`config.mk`:
```
export PLATFORM = sky130hd
export DESIGN_NAME = inst_fetch_flat
export DESIGN_NICKNAME = d
export VERILOG_FILES = /design/src/rtl/inst_fetch_if.sv /design/src/rtl/inst_fetch.sv /design/src/flat_wrapper.sv
export SDC_FILE = /design/constraint.sdc
export NUM_CORES = 2
export LEC_CHECK = 0
export BUFFER_PORTS_ARGS = -buffer_cell sky130_fd_sc_hd__buf_2
export CELL_PAD_IN_SITES_DETAIL_PLACEMENT = 2
export CELL_PAD_IN_SITES_GLOBAL_PLACEMENT = 2
export CORE_ASPECT_RATIO = 2
export CORE_UTILIZATION = 40
export CTS_BUF_LIST = sky130_fd_sc_hd__clkbuf_4 sky130_fd_sc_hd__clkbuf_8 sky130_fd_sc_hd__clkbuf_16
export DETAILED_ROUTE_END_ITERATION = 10
export PLACE_DENSITY_LB_ADDON = 0.1
export SLEW_MARGIN = 20
export SYNTH_ARGS = -nofsm -noshare
export SYNTH_HDL_FRONTEND = slang
export SYNTH_SLANG_ARGS = --single-unit
```
`constraint.sdc`:
```
create_clock -name clk -period 5.99 [get_ports clk]
set_input_delay 0.2995 -clock clk [delete_from_list [all_inputs] [get_ports clk]]
set_output_delay 0.2995 -clock clk [all_outputs]
set_load 0.05 [all_outputs]
```
`src/rtl/inst_fetch_if.sv`:
```
// Fetch-stage bus bundle: PC-stage handshake, byte-wide memory port and decode-side result.
interface inst_fetch_if;
  logic [31:0] pc_i;
  logic        pc_valid_i;
  logic        pc_reg_stall;
  logic        mem_req_o;
  logic [31:0] mem_addr_o;
  logic        mem_rdy_i;
  logic [7:0]  mem_data_i;
  logic        id_stall_i;
  logic        inst_valid_o;
  logic [31:0] inst_o;
  logic [31:0] inst_pc_o;

  // Fetch unit side
  modport master (
    input  pc_i, pc_valid_i, mem_rdy_i, mem_data_i, id_stall_i,
    output pc_reg_stall, mem_req_o, mem_addr_o, inst_valid_o, inst_o, inst_pc_o
  );

  // Environment side (PC stage, memory controller, decode)
  modport slave (
    output pc_i, pc_valid_i, mem_rdy_i, mem_data_i, id_stall_i,
    input  pc_reg_stall, mem_req_o, mem_addr_o, inst_valid_o, inst_o, inst_pc_o
  );
endinterface

```
`src/rtl/inst_fetch.sv`:
```
// Instruction fetch with a direct-mapped one-word-per-line icache, refilled a byte at a time.
module inst_fetch #(
  parameter int unsigned IDX_W = 5
) (
  input  logic          clk,
  input  logic          rst,
  input  logic          rdy,
  input  logic          jump_or_not,
  inst_fetch_if.master  bus
);

  localparam int unsigned LINES = 1 << IDX_W;
  localparam int unsigned TAG_W = 32 - IDX_W - 2;

  typedef enum logic [1:0] {IDLE, FETCH, HOLD} state_t;

  state_t           state, state_n;
  logic [1:0]       cnt, cnt_n;
  logic [31:0]      pc_lat, pc_lat_n;
  logic [2:0][7:0]  byte_buf, byte_buf_n;
  logic             inst_valid_n;
  logic [31:0]      inst_n, inst_pc_n;
  logic             mem_req_n;
  logic [31:0]      mem_addr_n;

  logic [LINES-1:0] line_valid;
  logic [TAG_W-1:0] tag_mem  [LINES];
  logic [31:0]      data_mem [LINES];

  logic [IDX_W-1:0] pc_idx, fill_idx;
  logic [TAG_W-1:0] pc_tag, fill_tag;
  logic             hit;
  logic             fill_we;
  logic [31:0]      fill_word;

  assign pc_idx    = bus.pc_i[IDX_W+1:2];
  assign pc_tag    = bus.pc_i[31:IDX_W+2];
  assign fill_idx  = pc_lat[IDX_W+1:2];
  assign fill_tag  = pc_lat[31:IDX_W+2];
  assign hit       = line_valid[pc_idx] && (tag_mem[pc_idx] == pc_tag);
  assign fill_word = {bus.mem_data_i, byte_buf[2], byte_buf[1], byte_buf[0]};

  // Hold the PC stage while refilling, holding a result, on a pending miss, or when decode is full
  assign bus.pc_reg_stall = (state != IDLE) ||
                            (bus.pc_valid_i && !hit) ||
                            bus.id_stall_i;

  // Next-state and next-output logic; flush beats freeze, freeze keeps everything
  always_comb begin
    state_n      = state;
    cnt_n        = cnt;
    pc_lat_n     = pc_lat;
    byte_buf_n   = byte_buf;
    inst_valid_n = bus.inst_valid_o;
    inst_n       = bus.inst_o;
    inst_pc_n    = bus.inst_pc_o;
    fill_we      = 1'b0;

    if (jump_or_not) begin
      state_n      = IDLE;
      cnt_n        = 2'd0;
      inst_valid_n = 1'b0;
    end else if (rdy) begin
      case (state)
        IDLE: begin
          inst_valid_n = 1'b0;
          if (bus.pc_valid_i) begin
            if (hit) begin
              inst_n       = data_mem[pc_idx];
              inst_pc_n    = bus.pc_i;
              inst_valid_n = 1'b1;
              state_n      = bus.id_stall_i ? HOLD : IDLE;
            end else begin
              pc_lat_n = bus.pc_i;
              cnt_n    = 2'd0;
              state_n  = FETCH;
            end
          end
        end
        FETCH: begin
          if (bus.mem_rdy_i) begin
            if (cnt == 2'd3) begin
              fill_we      = 1'b1;
              inst_n       = fill_word;
              inst_pc_n    = pc_lat;
              inst_valid_n = 1'b1;
              cnt_n        = 2'd0;
              state_n      = bus.id_stall_i ? HOLD : IDLE;
            end else begin
              byte_buf_n[cnt] = bus.mem_data_i;
              cnt_n           = cnt + 2'd1;
            end
          end
        end
        HOLD: begin
          if (!bus.id_stall_i) begin
            inst_valid_n = 1'b0;
            state_n      = IDLE;
          end
        end
        default: state_n = IDLE;
      endcase
    end

    mem_req_n  = (state_n == FETCH);
    mem_addr_n = mem_req_n ? (pc_lat_n + 32'(cnt_n)) : 32'd0;
  end

  // State, control and output registers
  always_ff @(posedge clk) begin
    if (rst) begin
      state            <= IDLE;
      cnt              <= 2'd0;
      pc_lat           <= 32'd0;
      byte_buf         <= '0;
      line_valid       <= '0;
      bus.inst_valid_o <= 1'b0;
      bus.inst_o       <= 32'd0;
      bus.inst_pc_o    <= 32'd0;
      bus.mem_req_o    <= 1'b0;
      bus.mem_addr_o   <= 32'd0;
    end else begin
      state            <= state_n;
      cnt              <= cnt_n;
      pc_lat           <= pc_lat_n;
      byte_buf         <= byte_buf_n;
      bus.inst_valid_o <= inst_valid_n;
      bus.inst_o       <= inst_n;
      bus.inst_pc_o    <= inst_pc_n;
      bus.mem_req_o    <= mem_req_n;
      bus.mem_addr_o   <= mem_addr_n;
      if (fill_we) line_valid[fill_idx] <= 1'b1;
    end
  end

  // Cache tag/data arrays; no reset needed since line_valid gates their use
  always_ff @(posedge clk) begin
    if (!rst && fill_we) begin
      tag_mem[fill_idx]  <= fill_tag;
      data_mem[fill_idx] <= fill_word;
    end
  end

endmodule

```
`src/flat_wrapper.sv`:
```
// flat-port wrapper written by rule: the top's interface ports become plain ports
module inst_fetch_flat 
#(
  parameter int unsigned IDX_W = 5
)
  (clk, rst, rdy, jump_or_not, bus_pc_i, bus_pc_valid_i, bus_mem_rdy_i, bus_mem_data_i, bus_id_stall_i, bus_pc_reg_stall, bus_mem_req_o, bus_mem_addr_o, bus_inst_valid_o, bus_inst_o, bus_inst_pc_o);
  inst_fetch_if bus_i ();
  input  logic clk;
  input  logic rst;
  input  logic rdy;
  input  logic jump_or_not;
  input wire logic [$bits(bus_i.pc_i)-1:0] bus_pc_i;
  input wire logic [$bits(bus_i.pc_valid_i)-1:0] bus_pc_valid_i;
  input wire logic [$bits(bus_i.mem_rdy_i)-1:0] bus_mem_rdy_i;
  input wire logic [$bits(bus_i.mem_data_i)-1:0] bus_mem_data_i;
  input wire logic [$bits(bus_i.id_stall_i)-1:0] bus_id_stall_i;
  output wire logic [$bits(bus_i.pc_reg_stall)-1:0] bus_pc_reg_stall;
  output wire logic [$bits(bus_i.mem_req_o)-1:0] bus_mem_req_o;
  output wire logic [$bits(bus_i.mem_addr_o)-1:0] bus_mem_addr_o;
  output wire logic [$bits(bus_i.inst_valid_o)-1:0] bus_inst_valid_o;
  output wire logic [$bits(bus_i.inst_o)-1:0] bus_inst_o;
  output wire logic [$bits(bus_i.inst_pc_o)-1:0] bus_inst_pc_o;
  assign bus_i.pc_i = bus_pc_i;
  assign bus_i.pc_valid_i = bus_pc_valid_i;
  assign bus_i.mem_rdy_i = bus_mem_rdy_i;
  assign bus_i.mem_data_i = bus_mem_data_i;
  assign bus_i.id_stall_i = bus_id_stall_i;
  assign bus_pc_reg_stall = bus_i.pc_reg_stall;
  assign bus_mem_req_o = bus_i.mem_req_o;
  assign bus_mem_addr_o = bus_i.mem_addr_o;
  assign bus_inst_valid_o = bus_i.inst_valid_o;
  assign bus_inst_o = bus_i.inst_o;
  assign bus_inst_pc_o = bus_i.inst_pc_o;
  inst_fetch #(.IDX_W(IDX_W)) u_core (.clk(clk), .rst(rst), .rdy(rdy), .jump_or_not(jump_or_not), .bus(bus_i));
endmodule
```
==> flow_metrics.py <==
metrics = {
    "pwr": {
        "ir_worst_vdd_uv": 229.8,
        "clock_power_share_pct": 44.2,
        "internal_power_mw": 23.15,
        "leakage_nw": 31.53,
        "seq_power_share_pct": 51.6,
        "comb_power_share_pct": 4.1,
        "netSwitchingPower_mw": 6.283,
        "netSwitchingFraction_pct": 21.35,
        "post-layout-total-power_mw": 29.43,
        "power_per_standard_cell_area_nw_per_um2": 322.5,
    },
    "synthesis": {
        "yosysUniqueCellTypes": 57,
        "asyncSetResetFlopFracSynth_pct": 0,
        "yosys_register_bits": 2014,
        "yosysSeqAreaShare_pct": 74.44,
        "syn-instance-count": 4056,
        "synth_edf_count": 1824,
        "post_synth_most_frequent_cells": "sky130_fd_sc_hd__edfxtp_1, sky130_fd_sc_hd__mux2i_1, sky130_fd_sc_hd__mux4_2, sky130_fd_sc_hd__nor2_1, sky130_fd_sc_hd__dfxtp_1",
        "ys_dominant_reg_cell": "sky130_fd_sc_hd__edfxtp_1",
        "post_synth.cell_area_avg_sq_um": 19.40,
        "post-synth-top-area-cell": "sky130_fd_sc_hd__edfxtp_1",
        "yosys_warning_count": 0,
        "post_synth_instance_area_sq_um": 78690,
        "leading_post_synthesis_cells_by_cell_area": "sky130_fd_sc_hd__edfxtp_1, sky130_fd_sc_hd__mux4_2, sky130_fd_sc_hd__mux2i_1, sky130_fd_sc_hd__dfxtp_1, sky130_fd_sc_hd__a22oi_1",
        "synth_fp_nets": 4114,
        "yosysTopAreaCellShare_pct": 69.60,
        "cell_with_the_most_instances_after_synthesis": "sky130_fd_sc_hd__edfxtp_1",
    },
    "clock_network": {
        "cts-root-buf": "sky130_fd_sc_hd__clkbuf_16",
        "ctsHtreeMaxLevel": 4,
        "cts_buffers": 188,
        "cts.clk_slew.worst_paths_ps": 70,
        "insertion_delay_ps": 860,
        "tritoncts": "built",
        "postCtsSetupBuffers": 0,
        "cts_num_sinks": 2014,
        "clockBufferDepth": 4,
    },
    "critical_path": {
        "cp_slowest_stage_delay_ps": 570,
        "critical-path-slowest-cell": "sky130_fd_sc_hd__or4_4",
        "crit_path_arrival_time_ps": 6530,
        "worst_setup_path_start_kind": "flop",
        "critical_path_peak_fanout": 3,
        "endpoint_class_of_the_critical_path": "flop",
        "cpMostUsedCell": "sky130_fd_sc_hd__buf_4",
        "worst_endpoint_required_time_ps": 6750,
        "timing.setup.critical_path_class": "flop to flop",
    },
    "timing": {
        "finalClockSkew_ps": 46.21,
        "setup_repair_after_global_routing_missed_its_margin": "false",
        "min_period_over_period_pct": 96.27,
        "max_slew.worst_pin.slew_ps": 1142,
        "layout_min_cycle_time_ps": 5767,
        "slew_headroom_pct": 23.77,
        "finalHoldViolCount": 0,
        "final-max-slew-violation-count": 0,
        "max_freq_mhz": 173.4,
        "final-setup-viol-count": 0,
    },
    "layout": {
        "design.final.nets": 4483,
        "synthToLayoutAreaGrowth_pct": 15.98,
        "drive_above_1_share_pct": 25.85,
        "fin_util_pct": 46.84,
    },
    "route": {
        "via_count": 41680,
        "post_drt_via_cell_ratio": 5.848,
        "route.detailed.wl_per_inst_microns": 37.02,
        "ant_nets": 0,
        "dr.first_iter.drc_count": 3412,
        "wirelength_microns": 263900,
        "drc": 32,
        "drt_first_pass_iters": 10,
    },
    "global_routing": {
        "via_count_of_the_first_global_routing_pass": 45810,
        "grt_first_pass_wirelength_microns": 364500,
        "overall_global_routing_resource_usage_pct": 26.62,
        "grt_max_degree": 118,
        "grt.overflow.total": 0,
        "grt_antenna_before_repair": 14,
    },
    "floorplanning": {
        "starting_density_pct": 40.39,
        "die_y_microns": 629.3,
        "floorplan.core_area_sq_um": 194800,
        "chipWidth_microns": 315.6,
        "num_rows": 229,
        "io_pins": 146,
        "die_area_sq_um": 198600,
    },
    "worst_hold_path": {
        "min-delay-path-class": "primary input to flop",
    },
    "outcome": {
        "run_status": "complete, but fails checks",
        "failed_checks": "DRC",
    },
    "placement": {
        "finalWeightedCongestion": 0.7880,
        "dp.final_hpwl_microns": 154100,
        "portBuffers": 145,
    },
    "job": {
        "max_cap_viol": 0,
    },
}
[worst max-delay path, delay by kind of cell (launching register included)]
family	cells	cell delay, ps
adders and majority gates	1	150
buffers and inverters	5	1190
and+or+nand+nor	10	1940
DFF	1	390
muxes	2	790
AOI/OAI and AO/OA	6	1070
xor gates and xnor gates	1	160
[cells in the final DEF, fill, tap and decap left out, types with 6 or more instances in the layout]
master,Yosys,final
sky130_fd_sc_hd__mux2_2,17,17
sky130_fd_sc_hd__diode_2,0,14
sky130_fd_sc_hd__edfxtp_1,1824,1824
sky130_fd_sc_hd__clkbuf_16,0,193
sky130_fd_sc_hd__xnor2_1,36,36
sky130_fd_sc_hd__buf_12,1,66
sky130_fd_sc_hd__a22oi_1,138,138
sky130_fd_sc_hd__o21ai_0,53,53
sky130_fd_sc_hd__inv_1,48,48
sky130_fd_sc_hd__nand3_1,52,52
sky130_fd_sc_hd__buf_4,14,183
sky130_fd_sc_hd__nand2b_1,7,7
sky130_fd_sc_hd__and3_1,13,12
sky130_fd_sc_hd__nor4_1,11,11
sky130_fd_sc_hd__a21oi_1,47,46
sky130_fd_sc_hd__nand4_1,15,15
sky130_fd_sc_hd__bufinv_16,0,31
sky130_fd_sc_hd__and2_1,8,7
sky130_fd_sc_hd__o22ai_1,49,48
sky130_fd_sc_hd__xor2_1,25,25
sky130_fd_sc_hd__clkinvlp_4,0,7
sky130_fd_sc_hd__buf_2,46,139
sky130_fd_sc_hd__nor2b_1,11,8
sky130_fd_sc_hd__a211oi_1,45,45
sky130_fd_sc_hd__nor2_1,211,177
sky130_fd_sc_hd__dlygate4sd3_1,0,28
sky130_fd_sc_hd__mux2i_1,447,446
sky130_fd_sc_hd__nor3_1,11,11
sky130_fd_sc_hd__nand2_1,94,94
sky130_fd_sc_hd__clkbuf_8,0,12
sky130_fd_sc_hd__clkbuf_4,0,33
sky130_fd_sc_hd__a211oi_2,6,6
sky130_fd_sc_hd__a31oi_1,6,6
sky130_fd_sc_hd__nor2_4,0,33
sky130_fd_sc_hd__dfxtp_2,0,10
sky130_fd_sc_hd__ha_1,10,9
sky130_fd_sc_hd__clkinv_1,0,26
sky130_fd_sc_hd__clkinv_2,0,26
sky130_fd_sc_hd__mux4_2,386,386
sky130_fd_sc_hd__dfxtp_1,190,180
[layout make-up]
type | instances | area (sq um)
antenna | 14 | 35.03
inverter | 48 | 180.2
clock buffer | 237 | 5229
sequential | 2014 | 58590
clock inverter | 101 | 1311
tap | 2541 | 3179
fill | 17640 | 103600
timing repair buffer | 423 | 3792
multi-input combinational | 1750 | 18950
[routing by layer]
metal / up-vias / routed length [microns] / GRT usage, % / part of all wire [%]
met5: - / 41 / 0 / 0.016
met4: 6 / 10240 / 9.587 / 3.9
met3: 466 / 10230 / 2.731 / 3.9
met2: 1198 / 143000 / 49.41 / 54
met1: 22860 / 100400 / 31.47 / 38
li1: 17150 / - / - / -
[metrics by stage]
stage / area [sq um] / hold slack [ps] / TNS [ps] / worst slack, ps / cells
after floorplan: 78690 / 398.4 / 0 / 656.6 / 4056
after global placement: 84280 / 455.9 / -217.8 / -91.95 / 6744
after detailed placement: 84350 / 469.3 / -211.6 / -76.20 / 6747
after CTS: 91170 / 6.804 / 0 / 22.01 / 7113
after global routing: 91260 / 46.21 / 0 / 11.17 / 7124
final: 91270 / 56.01 / 0 / 223.1 / 7128
[registers in the layout (all words and copies together), names as in the netlist]
register	cells
u_core.data_mem	1024
u_core.bus.mem_req_o	1
u_core.state	2
u_core.byte_buf	24
u_core.line_valid	32
u_core.pc_lat	32
u_core.cnt	2
u_core.bus.inst_o	32
u_core.tag_mem	800
u_core.bus.inst_valid_o	1
u_core.bus.inst_pc_o	32
u_core.bus.mem_addr_o	32
[cells by family after synthesis]
kind of cell,synth area share [%]
buf+inv,1.897
flops,74.44
fa+ha+maj,0.1844
compound gates,3.154
xor+xnor,0.6789
mux,16.98
simple gates,2.674
[repair_timing]
| item | CTS | global route |
|---|---|---|
| endpoints found under the setup margin | 0 | 1 |
| hold buffers | 28 | 0 |
| gates resized for setup | 0 | 4 |
| endpoints found under the hold margin | 59 | 0 |
[worst paths after layout]
| check | startpoint | depth (start not counted) | to | slack (ps) |
|---|---|---|---|---|
| max reg2reg | u_core.tag_mem[23][0] | 25 | u_core.bus.mem_addr_o[21] | 220 |
| min reg2reg | u_core.line_valid[28] | 2 | u_core.line_valid[28] | 480 |
| max | u_core.tag_mem[23][0] | 25 | u_core.bus.mem_addr_o[21] | 220 |
| min | bus_pc_i[0] | 3 | u_core.bus.inst_pc_o[0] | 60 |
[power groups by stage]
stage          Clock (mW)  Sequential [mW]  Combinational [mW]
6_report             13.0             15.2                1.22
5_1_grt              13.6             15.2                1.28
4_1_cts              13.2             15.2                1.23
3_5_place_dp            0             15.5                1.21
3_3_place_gp            0             15.5                1.20
2_1_floorplan           0             15.5               0.674
Note: power is estimated with default switching activity, not from simulation.
